**src/rtl/time_counter_ext.sv**
```systemverilog
// 24-hour BCD time-of-day counter with CLK_DIV prescaler, validated load,
// 12/24-hour display conversion, alarm compare and registered event pulses.
module time_counter_ext #(
  parameter int unsigned CLK_DIV = 1
) (
  input  logic        clk,
  input  logic        rst,
  input  logic        en,
  input  logic        load,
  input  logic [19:0] load_time,
  input  logic        mode_12h,
  input  logic        alarm_en,
  input  logic [19:0] alarm_time,
  output logic [19:0] out_time,
  output logic        pm,
  output logic        sec_tick,
  output logic        day_carry,
  output logic        alarm_hit,
  output logic        load_err
);

  localparam int PW = (CLK_DIV > 1) ? $clog2(CLK_DIV) : 1;
  localparam logic [PW-1:0] PMAX = PW'(CLK_DIV - 1);

  logic [PW-1:0] presc;
  logic [19:0]   cur;
  logic [19:0]   inc_time;
  logic [19:0]   nxt_time;
  logic          valid;
  logic          load_ok;
  logic          adv;
  logic          tick;

  // Hours are BCD, so 12..23 and the 12-hour remap can be done with BCD constants.
  function automatic logic [19:0] to_disp(input logic [19:0] t, input logic m12);
    logic [5:0] h;
    h = t[19:14];
    if (m12) begin
      if (h == 6'h00)
        h = 6'h12;
      else if (h >= 6'h13 && h <= 6'h19)
        h = h - 6'h12;
      else if (h == 6'h20 || h == 6'h21)
        h = h - 6'h18;
      else if (h >= 6'h22)
        h = h - 6'h12;
    end
    return {h, t[13:0]};
  endfunction

  always_comb begin
    inc_time = cur;
    if (cur[3:0] != 4'd9) begin
      inc_time[3:0] = cur[3:0] + 4'd1;
    end else begin
      inc_time[3:0] = '0;
      if (cur[6:4] != 3'd5) begin
        inc_time[6:4] = cur[6:4] + 3'd1;
      end else begin
        inc_time[6:4] = '0;
        if (cur[10:7] != 4'd9) begin
          inc_time[10:7] = cur[10:7] + 4'd1;
        end else begin
          inc_time[10:7] = '0;
          if (cur[13:11] != 3'd5) begin
            inc_time[13:11] = cur[13:11] + 3'd1;
          end else begin
            inc_time[13:11] = '0;
            if (cur[19:14] == 6'h23) begin
              inc_time[19:14] = '0;
            end else if (cur[17:14] == 4'd9) begin
              inc_time[17:14] = '0;
              inc_time[19:18] = cur[19:18] + 2'd1;
            end else begin
              inc_time[17:14] = cur[17:14] + 4'd1;
            end
          end
        end
      end
    end
  end

  always_comb begin
    valid = (load_time[3:0] <= 4'd9) && (load_time[6:4] <= 3'd5) &&
            (load_time[10:7] <= 4'd9) && (load_time[13:11] <= 3'd5) &&
            (load_time[17:14] <= 4'd9) && (load_time[19:14] <= 6'h23);
    load_ok  = load && valid;
    adv      = en && (presc == PMAX);
    tick     = adv && !load_ok;
    nxt_time = load_ok ? load_time : (adv ? inc_time : cur);
  end

  always_ff @(posedge clk) begin
    if (rst) begin
      presc     <= '0;
      cur       <= '0;
      out_time  <= '0;
      pm        <= 1'b0;
      sec_tick  <= 1'b0;
      day_carry <= 1'b0;
      alarm_hit <= 1'b0;
      load_err  <= 1'b0;
    end else begin
      if (load_ok)
        presc <= '0;
      else if (en)
        presc <= (presc == PMAX) ? '0 : presc + PW'(1);
      cur       <= nxt_time;
      out_time  <= to_disp(nxt_time, mode_12h);
      pm        <= (nxt_time[19:14] >= 6'h12);
      sec_tick  <= tick;
      day_carry <= tick && (inc_time == '0);
      alarm_hit <= tick && alarm_en && (inc_time == alarm_time);
      load_err  <= load && !valid;
    end
  end

endmodule
```
**config.mk**
```make
export PLATFORM = sky130hd
export DESIGN_NAME = time_counter_ext
export DESIGN_NICKNAME = d
export VERILOG_FILES = /design/src/rtl/time_counter_ext.sv
export SDC_FILE = /design/constraint.sdc
export NUM_CORES = 1
export LEC_CHECK = 0
export ABC_CLOCK_PERIOD_IN_PS = 5300
export CORE_MARGIN = 1.5
export CORE_UTILIZATION = 36
export CTS_CLUSTER_DIAMETER = 150
export DETAILED_ROUTE_END_ITERATION = 7
export PLACE_DENSITY_LB_ADDON = 0.15
export SETUP_SLACK_MARGIN = 0.15
export SYNTH_ARGS = -nofsm -noshare
export SYNTH_HDL_FRONTEND = slang
export SYNTH_SLANG_ARGS = --single-unit
```
**constraint.sdc**
```tcl
create_clock -name clk -period 5.3 [get_ports clk]
set_clock_uncertainty 0.2 [all_clocks]
set_input_delay 0.795 -clock clk [delete_from_list [all_inputs] [get_ports clk]]
set_output_delay 0.795 -clock clk [all_outputs]
set_load 0.005 [all_outputs]
```
==> results of run 1 <==
-- how the worst max path moves through the flow --
stage | slack (ns) | startpoint | to | cells past startpoint
after global routing | 1.10 | en | out_time[15] | 9
after floorplan | 2.25 | load_time[17] | out_time[15] | 9
final | 1.46 | en | out_time[15] | 9
after CTS | 1.49 | en | out_time[15] | 9
after global placement | 1.30 | en | out_time[15] | 9
after detailed placement | 1.18 | en | out_time[15] | 9
-- cell families (layout without fill, tap and decap cells) --
kind of cell    after synthesis  after routing
simple gates                159            159
compound gates               85             85
buf+inv                      46             89
flops                        31             31
xor+xnor                     26             26
mux                           9              9
fa+ha+maj                     3              3
-- cell type report --
cell class	count	area, µm²
timing repair buffer	72	716
fill	727	3830
multi-input combinational	282	1850
inverter	9	33.8
sequential	31	621
clock buffer	6	72.6
tap	99	124
clock inverter	2	12.5
-- power breakdown --
group	total (mW)	internal (mW)	switching [mW]
Clock	0.196	0.0918	0.104
Sequential	0.262	0.243	0.0188
Combinational	0.140	0.0801	0.0595
-- state kept, by name, indices dropped and copies added (netlist names) --
signal,flops
alarm_hit,1
cur,6
day_carry,1
load_err,1
out_time,20
pm,1
sec_tick,1
-- layout by cell type, fill, tap and decap left out, types with 4 or more instances in the layout --
cell             netlist  final
xor2_1                14     14
nand3_1               15     15
a21oi_1               12     12
a211oi_1              12     12
nor3b_1                5      5
o21ai_0               23     23
dfxtp_1               31     31
a311oi_1               4      4
nand2_1               32     32
nand2b_1               8      8
nand4_1                6      6
and2_1                 5      5
nor3_1                16     16
xnor2_1               12     12
mux2i_1                6      6
a31oi_1                4      4
inv_1                  9      9
clkbuf_8               0      5
clkdlybuf4s50_1        0     70
nor2_1                37     37
o31ai_1                4      4
nand3b_1               5      5
nor2b_1                5      5
-- routing by layer --
layer / share of wire, % / routed length, µm / vias to the layer above
met5: 0 / 0 / -
met4: 1.6 / 119 / 0
met3: 5.6 / 416 / 10
met2: 44 / 3280 / 80
met1: 49 / 3670 / 1230
li1: - / - / 1370
-- worst max-delay path: stages --
cell	delay, ns
clkdlybuf4s50_1	0.75
nand4b_1	0.23
nor4_2	0.34
mux2_2	0.38
mux2i_1	0.44
nor3b_2	0.36
mux2_2	0.38
nand3_1	0.08
nand3_1	0.06
==> results.toml, run 1 <==
[sta]
rsz0062_at_grt = "no"
slew_headroom_pct = 58.5
fmax_mhz = 260
holdWs_ns = 0.451
hold_viol = 0
setup_violations = 0
worst_slew_pin_slew_ns = 0.618
slew_violations = 0
setup_ws_ns = 1.46
min_period_ns = 3.84
fin_crit_sh_pct = 72.5
setup_tns_ns = 0

[global_route]
use_met2_pct = 27.4
use_met3_pct = 4.06
grt_start_max_net_pins = 29
grt_pass1_vias = 2407
met1_usage_pct = 26.7
grt.busiest_layer = "met2"
grt_overflow = 0
grt_antenna_before_repair = 0
grt.total_usage_pct = 18.7
grt_pass1_wl_um = 12200

[placed_design]
gp_congestion = 0.833
pre_cts_ws_ns = 1.18
dp_cells = 493
port_buffers = 70
dp_hpwl_um = 5600
placed_area_um2 = 3340

[routing]
drtPass1Iterations = 4
wl_per_cell_um = 14.9
first_iter_violations = 177
vias = 2690
viasPerCell = 5.37
ant_nets = 0
drc = 0
drt_wl_total_um = 7490

[outcome]
status = "complete, no violations"

[pwr]
power.density_nw_per_um2 = 174
total_power_uw = 597
p_leak_nw = 1.10
vdd_drop_max_v = 0.000110

[synthesis]
synth-compound-area-share_pct = 21.7
yosysMostFrequentCell = "nor2_1"
async_reset_ff_share_pct = 0
synth_edf_count = 0
synthesis.area_um2 = 2710
synthAdderAreaFrac_pct = 1.39
synthTopCellsByArea = "dfxtp_1 23%, nor2_1 5.1%, xor2_1 4.5%"
ys_dominant_reg_cell = "dfxtp_1"
syn_avg_cell_area_um2 = 7.55
synth_top_family_by_area = "simple AND/OR/NAND/NOR gates"
syn_nets = 408
yosys.area.top_type = "dfxtp_1"
syn_inst = 359
ys_warn_count = 0
synth_cell_types = 63
seq_area_frac_synth_pct = 22.9
synth-xor-area-share_pct = 8.40
synth_top_area_share_pct = 22.9
synthSimpleGateAreaFrac_pct = 33.2
yosys-mux-area-fraction_pct = 3.46
postSynthRegisterBits = 31
yosys-top-cells-count = "37 x nor2_1, 32 x nand2_1, 31 x dfxtp_1"

[floorplanning]
initial_core_util_pct = 37.4
die_x_um = 89.8
rows = 31
coreArea_um2 = 7250
io_pins = 71
fp.dieH_um = 89.8
die-area_um2 = 8060

[setup_path]
worstSetupPathType = "input pin to flop"
critPathCaptureType = "flop"
required_ns = 5.28
cp_max_fo = 11
r2r_cells = 8
regToRegSetupSlack_ns = 2.00
r2r-end = "out_time[15]"
cp-start-kind = "input pin"
arrival_ns = 3.83
rr_startpoint = "out_time[1]"

[clock_network]
htree_levels = 2
postCtsSetupRepairBufs = 0
clock_sinks = 31
insertion_delay_ns = 0.30
cts_tree = "built"
clk_pin_slew_ns = 0.07
root_buffer = "clkbuf_8"
numCtsBuffers = 5
clockBufferDepth = 2
cts_resized = 0
ctsHoldBuffers = 0

[layout]
instances_no_fill = 501
drive_gt1_share_pct = 6.47
syn2layout_area_growth_pct = 26.4
fin_nets = 450
finalCoreUtilization_pct = 47.2
final_area_um2 = 3420
n_antenna_cell = 0

[hold_path]
holdPathStages = 2
hold_path.class = "flop to flop"
holdPathEnd = "out_time[13]"
worstHoldStart = "out_time[13]"

[flow_run]
maxCapViolCount = 0
Note: power is estimated with default switching activity, not from simulation.
==> run 2: changes to the inputs <==
ABC_CLOCK_PERIOD_IN_PS = 3500   (was 5300)
clock period = 3.5 ns   (was 5.3 ns; I/O delays follow)
==> run 2 against run 1 <==
Compared with the run above:
- non-clock buffer count is 22 higher
- combinational power is 75% higher
- sequential share of layout area is 0.95 points lower
- worst setup slack worse by 0.96 ns
- via count is 4.0% higher
- design area is 5.5% higher
- highest routed layer unchanged
==> results.toml, run 2 (same netlist as run 1, synthesis figures left out) <==
[outcome]
status = "complete, no violations"

[sta]
slew_violations = 0
fmax_mhz = 333
hold_viol = 0
setup_violations = 0
worst_slew_pin_slew_ns = 0.590
slew_headroom_pct = 60.4
fin_crit_sh_pct = 85.8
rsz0062_at_grt = "no"
min_period_ns = 3.00
setup_ws_ns = 0.497
setup_tns_ns = 0

[flow_run]
maxCapViolCount = 0

[layout]
drive_gt1_share_pct = 11.8
syn2layout_area_growth_pct = 33.3
final_common_cell = "clkdlybuf4s50_1"
final_cell_mix = "70 x clkdlybuf4s50_1, 37 x nor2_1, 32 x nand2_1"
regMostFlops = "out_time"
n_antenna_cell = 0
fin_nets = 472
largest_reg_flops = 20
top_regs = "out_time: 20 flops, cur: 6 flops"
instances_no_fill = 523
finalCoreUtilization_pct = 49.8

[pwr]
vdd_drop_max_v = 0.000132
power.density_nw_per_um2 = 263
p_leak_nw = 1.22

[routing]
vias = 2797
viasPerCell = 5.35
drt_wl_total_um = 7730
first_iter_violations = 218
ant_nets = 0
drtPass1Iterations = 4
drc = 0
wl_per_cell_um = 14.8

[global_route]
grt_start_max_net_pins = 28
grt_pass1_vias = 2613
grt_antenna_before_repair = 0
grt_pass1_wl_um = 12900
grt_overflow = 0
grt.total_usage_pct = 19.4

[setup_path]
critPathCaptureType = "flop"
cp_max_fo = 6
worstSetupPathType = "input pin to flop"
arrival_ns = 3.00
cp-start-kind = "input pin"
required_ns = 3.50

[floorplanning]
coreArea_um2 = 7250
io_pins = 71
fp.dieH_um = 89.8
die-area_um2 = 8060
initial_core_util_pct = 37.4
rows = 31
die_x_um = 89.8

[clock_network]
cts_tree = "built"
clock_sinks = 31
clk_pin_slew_ns = 0.07
insertion_delay_ns = 0.29
clockBufferDepth = 2
htree_levels = 2
postCtsSetupRepairBufs = 0
numCtsBuffers = 5
root_buffer = "clkbuf_8"

[placed_design]
dp_cells = 515
pre_cts_ws_ns = 0.0284
gp_congestion = 0.858
dp_hpwl_um = 6000
port_buffers = 70

[hold_path]
hold_path.class = "flop to flop"
## run 2: changes by cell type in the layout (fill, tap and decap cells not counted)
cell,delta
clkbuf_1,-1
nor3b_1,-1
buf_4,+22
clkbuf_8,+2
clkinv_2,-1
nor3b_2,+1
## run 2: metrics by stage
stage / hold slack (ns) / instance area (µm²) / total power, mW
floorplan: 0.372 / 2710 / 0.516
global placement: 0.439 / 3500 / 0.632
detailed placement: 0.438 / 3500 / 0.632
CTS: 0.448 / 3610 / 0.957
global route: 0.482 / 3610 / 1.00
finish: 0.448 / 3610 / 0.949
## run 2: worst paths after layout
path / to / cells past startpoint / slack [ns] / startpoint
setup / recovery: alarm_hit / 11 / 0.50 / load_time[10]
hold reg to reg: out_time[3] / 2 / 0.45 / out_time[3]
hold / removal: out_time[3] / 2 / 0.45 / out_time[3]
setup reg to reg: out_time[15] / 9 / 0.54 / out_time[3]
## run 2: cell type report
type | instances | area (µm²)
Multi-Input combinational cell | 282 | 1850
Clock buffer | 7 | 96.3
Sequential cell | 31 | 621
Fill cell | 750 | 3640
Inverter | 9 | 33.8
Timing Repair Buffer | 94 | 881
Tap cell | 99 | 124
Clock inverter | 1 | 7.51
## run 2: critical path: stages
cell,delay [ns]
clkdlybuf4s50_1,0.47
o21ai_0,0.10
buf_4,0.16
nand3_1,0.10
buf_4,0.15
nor2_1,0.11
nor3b_2,0.24
nand4_1,0.13
o21bai_1,0.18
or4_1,0.54
nor4_1,0.28
## run 2: repair_timing
action	in CTS	in global routing
setup endpoints to repair	0	2
hold buffers	0	0
gates resized for setup	0	1
## run 2: routing by layer
layer,share of wire [%],global-route usage [%]
met5,0,0
met4,0.88,4.76
met3,5.0,3.47
met2,45,30.1
met1,49,27.7
## run 2: power by group
part / total [mW] / switching [mW] / internal [mW]
Clock: 0.324 / 0.145 / 0.179
Combinational: 0.245 / 0.109 / 0.136
Sequential: 0.380 / 0.0126 / 0.368
==> run 3: changes to the inputs <==
ABC_CLOCK_PERIOD_IN_PS = 2400   (was 3500)
SETUP_SLACK_MARGIN = 0.2   (was 0.15)
clock period = 2.4 ns   (was 3.5 ns; I/O delays follow)
==> run 3 against run 2 <==
Compared with the run above:
- via count up 17%
- non-clock buffer count is 88 higher
- register-to-register slack got worse by 0.83 ns
- the run now ends with negative setup slack left
- combinational power is 100% higher
- global-route usage is 4.0 points higher
- sequential power rose by 46%
- largest cell class unchanged
- count of clock-buffer cells in the layout decreased by 1
- critical endpoint is now out_time[15]
- first-iteration DRC count is 25% higher
- wire length rose by 29%
==> results.toml, run 3 (same netlist as run 1, synthesis figures left out) <==
[sta]
rsz0062_at_grt = "yes"
setup_ws_ns = -0.288
fin_crit_sh_pct = 112
worst_slew_pin_slew_ns = 0.416
setup_tns_ns = -1.15
slew_violations = 0
slew_headroom_pct = 72.2
setup_violations = 7
hold_viol = 0
fmax_mhz = 372
holdWs_ns = 0.333
min_period_ns = 2.69

[clock_network]
htree_levels = 2
insertion_delay_ns = 0.29
ctsHoldBuffers = 0
clock_sinks = 31
clk_pin_slew_ns = 0.07
numCtsBuffers = 5
root_buffer = "clkbuf_8"
cts_tree = "built"
clockBufferDepth = 2

[setup_path]
cp-start-kind = "flop"
cp-endpoint = "out_time[15]"
worstSetupPathType = "flop to flop"
regToRegSetupSlack_ns = -0.29
critPathLaunch = "out_time[5]"
r2r_cells = 9
cp_max_fo = 3
required_ns = 2.36
arrival_ns = 2.65
rr_startpoint = "out_time[5]"
critPathCaptureType = "flop"
r2r-end = "out_time[15]"

[outcome]
status = "finished, violations left"
violations = "negative setup slack"

[routing]
viasPerCell = 5.38
drc = 0
wl_per_cell_um = 16.4
drt_wl_total_um = 9980
first_iter_violations = 272
drtPass1Iterations = 5
ant_nets = 0
vias = 3282

[layout]
multi_input_area_um2 = 2260
n_antenna_cell = 0
regMostFlops = "out_time"
syn2layout_area_growth_pct = 74.8
top_regs = "out_time: 20 flops, cur: 6 flops"
drive_gt1_share_pct = 39.3
seq_area_um2 = 633
largest_reg_flops = 20
final_common_cell = "buf_4"
fill_cells = 631
final_cell_mix = "93 x buf_4, 54 x clkdlybuf4s50_1, 33 x nor2_1"
instances_no_fill = 610
fin_nets = 560
final_area_um2 = 4740

[flow_run]
maxCapViolCount = 0

[floorplanning]
initial_core_util_pct = 37.4
coreArea_um2 = 7250
rows = 31
die-area_um2 = 8060
fp.dieH_um = 89.8
io_pins = 71
die_x_um = 89.8

[global_route]
grt_pass1_vias = 3138
grt_overflow = 0
grt_pass1_wl_um = 15200
grt_start_max_net_pins = 26
grt.total_usage_pct = 23.4
grt_antenna_before_repair = 0

[placed_design]
placed_area_um2 = 4080
dp_hpwl_um = 6850
port_buffers = 70
dp_cells = 585
gp_congestion = 0.896

[hold_path]
holdPathStages = 3
hold_path.class = "input pin to flop"

[pwr]
power.density_nw_per_um2 = 312
p_leak_nw = 1.83
vdd_drop_max_v = 0.000196
run 3: how the worst min path moves through the flow:
stage / start / end / slack (ns)
finish: load_time[10] / out_time[10] / 0.33
global placement: out_time[12] / out_time[13] / 0.43
floorplan: mode_12h / out_time[16] / 0.26
detailed placement: out_time[12] / out_time[13] / 0.43
CTS: load_time[10] / out_time[10] / 0.34
global route: load_time[10] / out_time[10] / 0.34
run 3: cell type report:
| cell class | instances | share of cell area (%) |
|---|---|---|
| multi-input combinational | 282 | 47.8 |
| timing repair buffer | 182 | 33.7 |
| sequential | 31 | 13.4 |
| tap | 99 | 2.61 |
| clock buffer | 6 | 1.74 |
| inverter | 9 | 0.713 |
| clock inverter | 1 | 0.106 |
run 3: power by group:
part	total [mW]	switching (mW)	internal, mW
sequential	0.556	0.0187	0.537
combinational	0.494	0.219	0.275
clock	0.428	0.203	0.225
run 3: layer usage:
| metal | GRT usage, % | part of all wire [%] | up-vias |
|---|---|---|---|
| li1 | - | - | 1604 |
| met1 | 29.3 | 41 | 1519 |
| met2 | 40.3 | 50 | 135 |
| met3 | 4.48 | 6.0 | 24 |
| met4 | 7.54 | 2.7 | 0 |
| met5 | 0 | 0 | - |
run 3: stage by stage:
| stage | util [%] | setup slack [ns] | power, mW |
|---|---|---|---|
| after global routing | 65.3 | -0.353 | 1.54 |
| after global placement | 56.3 | -0.659 | 0.983 |
| after CTS | 61.6 | -0.180 | 1.44 |
| after floorplan | - | -0.199 | 0.762 |
| after detailed placement | 56.3 | -0.695 | 0.987 |
| final | 65.3 | -0.288 | 1.48 |
run 3: what timing repair did:
| action | in CTS | in global routing |
|---|---|---|
| buffers inserted | 14 | 4 |
| setup endpoints to repair | 29 | 16 |
| pin swaps | 22 | 22 |
| gates resized for setup | 74 | 52 |
| endpoints found under the hold margin | 0 | 0 |
run 3: worst max-delay path: stages (launching register included):
cell      delay [ns]
dfxtp_2         0.32
nand4b_1        0.19
buf_4           0.17
nor4_4          0.31
mux2_4          0.35
mux2i_4         0.19
buf_6           0.13
mux2_4          0.30
o21ai_0         0.30
nand3_2         0.11
